<file path="config.mk">
export PLATFORM = sky130hd
export DESIGN_NAME = npc_spawn_scheduler
export DESIGN_NICKNAME = d
export VERILOG_FILES = /design/src/rtl/npc_spawn_scheduler_pkg.sv /design/src/rtl/npc_spawn_scheduler_rr_pick.sv /design/src/rtl/npc_spawn_scheduler.sv
export SDC_FILE = /design/constraint.sdc
export NUM_CORES = 1
export LEC_CHECK = 0
export CORE_MARGIN = 1
export CORE_UTILIZATION = 30
export DETAILED_ROUTE_END_ITERATION = 10
export HOLD_SLACK_MARGIN = 0.12
export SLEW_MARGIN = 10
export SYNTH_ARGS = -nofsm -noshare
export SYNTH_HDL_FRONTEND = slang
export SYNTH_SLANG_ARGS = --single-unit
</file>
<file path="constraint.sdc">
create_clock -name frame_clk -period 3.1 [get_ports frame_clk]
set_clock_uncertainty 0.2 [all_clocks]
set_input_delay 0.62 -clock frame_clk [delete_from_list [all_inputs] [get_ports frame_clk]]
set_output_delay 0.62 -clock frame_clk [all_outputs]
set_load 0.01 [all_outputs]
</file>
<file path="src/rtl/npc_spawn_scheduler_pkg.sv">
// Shared types and helpers for the NPC spawn scheduler: game state
// encoding, key codes, default spawn-X window and the X fold used to
// map a raw random byte into the legal spawn window.
package npc_pkg;

  typedef enum logic [1:0] {
    IDLE  = 2'd0,
    RUN   = 2'd1,
    PAUSE = 2'd2,
    CRASH = 2'd3
  } npc_state_e;

  localparam logic [7:0] KEY_START = 8'h15;
  localparam logic [7:0] KEY_PAUSE = 8'h13;

  localparam int X_MIN = 48;
  localparam int X_MAX = 232;

  // Reflect values above the window back off the right edge, shift values
  // below the window right by the window minimum, pass the rest through.
  function automatic logic [9:0] fold_x(input logic [7:0] r,
                                        input logic [9:0] x_min,
                                        input logic [9:0] x_max);
    logic [9:0] rz;
    rz = {2'b00, r};
    if (rz > x_max)
      return (x_max << 1) - rz;
    else if (rz < x_min)
      return rz + x_min;
    else
      return rz;
  endfunction

endpackage

</file>
<file path="src/rtl/npc_spawn_scheduler_rr_pick.sv">
// Round-robin one-hot picker: returns the first idle slot strictly after
// last_idx (wrapping), its index, and whether any slot was idle at all.
module npc_rr_pick #(
  parameter int NUM_NPC = 4,
  parameter int IDX_W   = 2
) (
  input  logic [NUM_NPC-1:0] idle,
  input  logic [IDX_W-1:0]   last_idx,
  output logic [NUM_NPC-1:0] grant,
  output logic [IDX_W-1:0]   grant_idx,
  output logic               any
);

  // Scan slots last_idx+1 .. last_idx+NUM_NPC and keep the first idle one.
  always_comb begin : pick
    int k;
    k         = 0;
    grant     = '0;
    grant_idx = '0;
    any       = 1'b0;
    for (int i = 1; i <= NUM_NPC; i++) begin
      k = int'(last_idx) + i;
      if (k >= NUM_NPC) k = k - NUM_NPC;
      if (!any && idle[k]) begin
        any       = 1'b1;
        grant[k]  = 1'b1;
        grant_idx = IDX_W'(k);
      end
    end
  end

endmodule

</file>
<file path="src/rtl/npc_spawn_scheduler.sv">
// NPC traffic sequencer: run/pause/crash state machine, difficulty-scaled
// spawn pacing and round-robin slot grants sharing one random source.
// Optional lane guard enabled by defining NPC_SCHED_LANE_GUARD_EN: keeps a
// new spawn at least LANE_GUARD pixels away from the previous spawn X.
module npc_spawn_scheduler
  import npc_pkg::*;
#(
  parameter int NUM_NPC       = 4,
  parameter int NPC_X_MIN     = X_MIN,
  parameter int NPC_X_MAX     = X_MAX,
  parameter int SPAWN_INIT    = 120,
  parameter int SPAWN_MIN     = 30,
  parameter int INTERVAL_STEP = 10,
  parameter int LEVEL_STEP    = 8,
  parameter int CRASH_FRAMES  = 90
`ifdef NPC_SCHED_LANE_GUARD_EN
  ,
  parameter int LANE_GUARD    = 24
`endif
) (
  input  logic               frame_clk,
  input  logic               reset,
  input  logic [7:0]         keycode,
  input  logic [7:0]         randnum,
  input  logic [NUM_NPC-1:0] npc_active,
  input  logic               collision,
  output logic [NUM_NPC-1:0] spawn_req,
  output logic [9:0]         spawn_x,
  output logic               spawn_dir,
  output logic               run,
  output logic               clear_all,
  output logic [3:0]         level,
  output logic [15:0]        spawn_count
);

  localparam int IDX_W = $clog2(NUM_NPC);

  npc_state_e       state;
  logic [15:0]      cnt;
  logic [15:0]      interval;
  logic [7:0]       last_key;
  // rr_start is the slot the next search begins at (one past the last
  // grant), so the very first spawn after reset lands on slot 0.
  logic [IDX_W-1:0] rr_start;

  logic               key_edge, start_edge, pause_edge;
  logic [15:0]        new_count;
  logic               lvl_up;
  logic [15:0]        next_interval;
  logic [IDX_W-1:0]   last_idx, rr_next;
  logic [NUM_NPC-1:0] pick_grant;
  logic [IDX_W-1:0]   pick_idx;
  logic               pick_any;
  logic [9:0]         fold_val;
  logic [9:0]         spawn_x_new;

  npc_rr_pick #(
    .NUM_NPC (NUM_NPC),
    .IDX_W   (IDX_W)
  ) u_pick (
    .idle      (~npc_active),
    .last_idx  (last_idx),
    .grant     (pick_grant),
    .grant_idx (pick_idx),
    .any       (pick_any)
  );

  assign fold_val = fold_x(randnum, 10'(NPC_X_MIN), 10'(NPC_X_MAX));

`ifdef NPC_SCHED_LANE_GUARD_EN
  // Push a too-close X one guard width away from the previous spawn,
  // preferring the right side, then clamp into the legal window.
  function automatic logic [9:0] lane_guard(input logic [9:0] f,
                                            input logic [9:0] last);
    logic signed [11:0] fs, ls, gd, mn, mx, d, c;
    fs = signed'({2'b00, f});
    ls = signed'({2'b00, last});
    gd = 12'(LANE_GUARD);
    mn = 12'(NPC_X_MIN);
    mx = 12'(NPC_X_MAX);
    d  = fs - ls;
    if (d < 0) d = -d;
    c = fs;
    if (d < gd) c = (ls + gd <= mx) ? ls + gd : ls - gd;
    if (c < mn) c = mn;
    else if (c > mx) c = mx;
    return c[9:0];
  endfunction

  // spawn_x only updates on a grant, so it already holds the previous spawn X.
  assign spawn_x_new = lane_guard(fold_val, spawn_x);
`else
  assign spawn_x_new = fold_val;
`endif

  // Key edge detection, spawn bookkeeping and difficulty step for this frame.
  always_comb begin
    key_edge   = (keycode != last_key);
    start_edge = key_edge && (keycode == KEY_START);
    pause_edge = key_edge && (keycode == KEY_PAUSE);
    new_count  = spawn_count + 16'd1;
    lvl_up     = (new_count != 16'd0) && ((new_count % 16'(LEVEL_STEP)) == 16'd0);
    next_interval = interval;
    if (lvl_up)
      next_interval = (interval >= 16'(SPAWN_MIN + INTERVAL_STEP)) ?
                      interval - 16'(INTERVAL_STEP) : 16'(SPAWN_MIN);
    last_idx = (rr_start == '0) ? IDX_W'(NUM_NPC - 1) : rr_start - 1'b1;
    rr_next  = (pick_idx == IDX_W'(NUM_NPC - 1)) ? '0 : pick_idx + 1'b1;
  end

  // Game state machine with registered outputs; spawn pulses last one frame.
  always_ff @(posedge frame_clk or posedge reset) begin
    if (reset) begin
      state       <= IDLE;
      cnt         <= '0;
      interval    <= 16'(SPAWN_INIT);
      last_key    <= '0;
      rr_start    <= '0;
      spawn_req   <= '0;
      spawn_x     <= '0;
      spawn_dir   <= 1'b0;
      run         <= 1'b0;
      clear_all   <= 1'b1;
      level       <= '0;
      spawn_count <= '0;
    end else begin
      last_key  <= keycode;
      spawn_req <= '0;
      case (state)
        IDLE: begin
          if (start_edge) begin
            state       <= RUN;
            cnt         <= 16'(SPAWN_INIT);
            interval    <= 16'(SPAWN_INIT);
            level       <= '0;
            spawn_count <= '0;
            run         <= 1'b1;
            clear_all   <= 1'b0;
          end
        end
        RUN: begin
          // Collision wins over a same-frame pause edge and any due spawn;
          // a pause edge likewise freezes the count before it decrements.
          if (collision) begin
            state <= CRASH;
            cnt   <= 16'(CRASH_FRAMES - 1);
            run   <= 1'b0;
          end else if (pause_edge) begin
            state <= PAUSE;
            run   <= 1'b0;
          end else if (cnt != 16'd0) begin
            cnt <= cnt - 16'd1;
          end else if (pick_any) begin
            spawn_req   <= pick_grant;
            spawn_x     <= spawn_x_new;
            spawn_dir   <= randnum[0];
            rr_start    <= rr_next;
            cnt         <= next_interval;
            interval    <= next_interval;
            spawn_count <= new_count;
            if (lvl_up && level != 4'd15) level <= level + 4'd1;
          end
        end
        PAUSE: begin
          if (pause_edge) begin
            state <= RUN;
            run   <= 1'b1;
          end
        end
        CRASH: begin
          if (cnt == 16'd0) begin
            state     <= IDLE;
            clear_all <= 1'b1;
          end else begin
            cnt <= cnt - 16'd1;
          end
        end
        default: begin
          state     <= IDLE;
          run       <= 1'b0;
          clear_all <= 1'b1;
        end
      endcase
    end
  end

endmodule

</file>
==> flow_summary.toml <==
[floorplanning]
start_util_pct = 30.9
die_h_um = 136
placementRows = 48
die_area_mm2 = 0.0185
core_region_area_mm2 = 0.0174
die_x_um = 136
pin_count = 60

[logic_synthesis]
synth-edff-count = 0
yosys_register_bits = 79
syn-num-nets = 684
syn_area_per_cell_um2 = 8.38
synth_cells = 642
synth.area.top_cells = "dfrtp_1 34%, o21ai_0 7.1%, ha_1 4.4%, nand2_1 4.4%, a21oi_1 4.0%"
async_reset_ff_share_pct = 100
synth_top_area_share_pct = 34.4
syn_area_mm2 = 0.00538
synth_ff_type = "dfrtp_1"
yosysTopAreaCell = "dfrtp_1"
ys_types = 81
yosysSeqAreaShare_pct = 36.9
synth.yosys.warnings = 0

[worst_setup_path]
startpoint_type = "flop"
critPathMaxStageDelay_ns = 0.57
ff2ff_path_depth = 9
r2r_end = "cnt[12]$_DFFE_PP0P_"
required_ns = 3.17
reg2reg_slack_ns = 0.11
worstSetupEndpointType = "flop"
cp_cell_sequence = "nand3_1, or4_4, mux2i_1, a21o_2, o21ai_4, buf_4, or3_4, or3_1, a31oi_1"
worstPathArrival_ns = 3.06
critPathMaxFanout = 8
cpMaxStageDelayCell = "or4_4"
r2r-start = "spawn_count[10]$_DFFE_PP0P_"
critPathKind = "reg -> reg"

[global_route]
grt_max_degree = 38
antenna_found_initial = 0
gr-total-overflow = 0
grt_pass1_vias = 4899
groute.usage.overall_pct = 17.3
grt_pass1_wl_um = 24900

[timing]
rsz0062_at_grt = "no"
setup_viol = 0
hold_violations = 0
maxSlewViolCount = 0
max_freq_mhz = 335
period_share_pct = 96.3
setup_slack_ns = 0.115
relSlewSlack_pct = 62.7
tightest_slew_ns = 0.555
min_period_ns = 2.99

[cells_and_area]
mostFrequentLayoutCells = "105 x buf_4, 76 x o21ai_0, 69 x dfrtp_1"
syn_to_final_growth_pct = 39.5
drive_gt1_share_pct = 22.8
final_common_cell = "buf_4"
register_area_mm2 = 0.00199
stdcell_count = 1018
fin_nets = 830
nFillCells = 1731
multiInputGateArea_mm2 = 0.00336
finish.instance_area_mm2 = 0.00751
n_antenna_cell = 0

[power_and_ir_drop]
power_density_mw_per_mm2 = 417
vdd.ir_drop.worst_mv = 0.302
p_total_w = 0.00313
cellLeakagePower_nw = 3.27

[hold_path]
min_path_type = "reg -> reg"
hold_start = "spawn_x[7]$_DFFE_PP0P_"
hold-path-cell-count = 2
min_to = "spawn_x[7]$_DFFE_PP0P_"

[route]
num_vias = 5315
drtIter0Drc = 339
antenna_left = 0
drc_errors = 0
vias_per_cell = 5.22
wirelength_um = 15700
wl_per_cell_um = 15.4
first_pass_iters = 6

[placed_design]
finalWeightedCongestion = 0.872
numPortBuffers = 58
place_area_mm2 = 0.00692
dp.cells = 996
hpwlAfterDp_um = 11400
dp_slack_ns = -0.469

[clock_network]
tritoncts = "built"
cts_sinks = 79
cts_root_buf = "clkbuf_16"
cts_htree_levels = 3
clk_latency_ns = 0.35
clock_path_buffers = 2
cts_made_buffers = 9
path_clk_slew_ns = 0.07

[outcome]
status = "finished, final reports clean"

[job]
cap_violations = 0
-- state kept, by name (all words and copies together) (netlist names) --
name         flops
spawn_req        4
cnt             16
last_key         8
level            4
spawn_count     16
interval        16
clear_all        1
spawn_x          9
rr_start         2
run              1
state            2
-- cell usage after synthesis (all sizes together), types with 3 or more instances --
cell / number
nor2: 54
nand3b: 3
or2: 4
nor2b: 10
nor4: 14
xor2: 15
a22oi: 7
nand2b: 14
a31oi: 9
o31a: 3
o21ai: 77
nand3: 21
a221oi: 7
ha: 19
xnor2: 4
dfstp: 5
buf: 11
or4: 6
mux2i: 10
mux2: 3
nor3b: 4
o21a: 4
a21oi: 43
and4: 3
and3: 5
o22ai: 4
a21o: 4
a211oi: 3
nor3: 17
or3: 12
inv: 21
o211ai: 4
nand2: 65
clkbuf: 22
and2: 8
dfrtp: 74
o31ai: 9
nand4: 10
-- through the flow --
step | TNS [ns] | hold WS, ns | utilization [%]
2_1_floorplan | 0 | 0.257 | -
3_3_place_gp | -11.95 | 0.256 | 39.7
3_5_place_dp | -19.22 | 0.259 | 39.7
4_1_cts | -0.00477 | 0.278 | 41.7
5_1_grt | 0 | 0.282 | 43.1
6_report | 0 | 0.273 | 43.1
-- routing by layer --
metal	share of wire (%)	GRT usage (%)	up-vias
li1	-	-	2658
met1	48	23.5	2506
met2	45	27.2	133
met3	4.7	4.21	18
met4	1.5	4.75	0
met5	0	0	-
-- repair_timing --
item / 4_1_cts / 5_1_grt
gates cloned: 0 / 1
setup endpoints to repair: 19 / 54
pin swaps: 2 / 18
resized for setup: 7 / 41
setup buffers: 0 / 5
hold buffers: 0 / 0
-- cells by family (layout without fill, tap and decap cells) --
group,after synthesis,count (layout),share of synthesized area [%]
simple gates,257,257,25.2
compound gates,199,199,23.3
flops,79,79,36.9
buf+inv,54,205,4.14
fa+ha+maj,19,19,4.42
xor+xnor,19,19,3.09
mux,14,14,2.91
other cells,1,1,0.0697
-- critical path: cells and delay by family, from the launching register on --
kind / cells / cell delay [ns]
and+or+nand+nor: 4 / 1.46
AOI/OAI and AO/OA: 3 / 0.44
DFF: 1 / 0.43
muxes: 1 / 0.20
buffers and inverters: 1 / 0.17
-- cell type report --
cell class | count | share of cell area (%)
clock buffers | 10 | 3.05
clock inverters | 6 | 0.933
inverters | 21 | 1.07
flip-flops and latches | 79 | 26.5
repair buffers | 168 | 19.9
well taps | 225 | 3.75
multi-input cells | 509 | 44.8
-- worst max-delay path by stage --
stage	start	to	slack (ns)	cells after the start
after floorplan	rr_start[0]$_DFFE_PP0P_	cnt[11]$_DFFE_PP0P_	0.005	11
after global placement	keycode[7]	interval[4]$_DFFE_PP1P_	-0.34	10
after detailed placement	keycode[7]	cnt[14]$_DFFE_PP0P_	-0.47	9
after CTS	keycode[0]	level[2]$_DFFE_PP0P_	-0.005	11
after global routing	rr_start[0]$_DFFE_PP0P_	rr_start[1]$_DFFE_PP0P_	0.007	11
final	spawn_count[10]$_DFFE_PP0P_	cnt[12]$_DFFE_PP0P_	0.11	9
-- power by group --
part	internal (W)	leakage [nW]	total, W	switching [W]
Combinational	0.000395	2.12	0.000851	0.000455
Sequential	0.00111	1.01	0.00118	0.0000749
Clock	0.000630	0.141	0.00110	0.000466
Total	0.00213	3.27	0.00313	0.000996
Note: power is estimated with default switching activity, not from simulation.
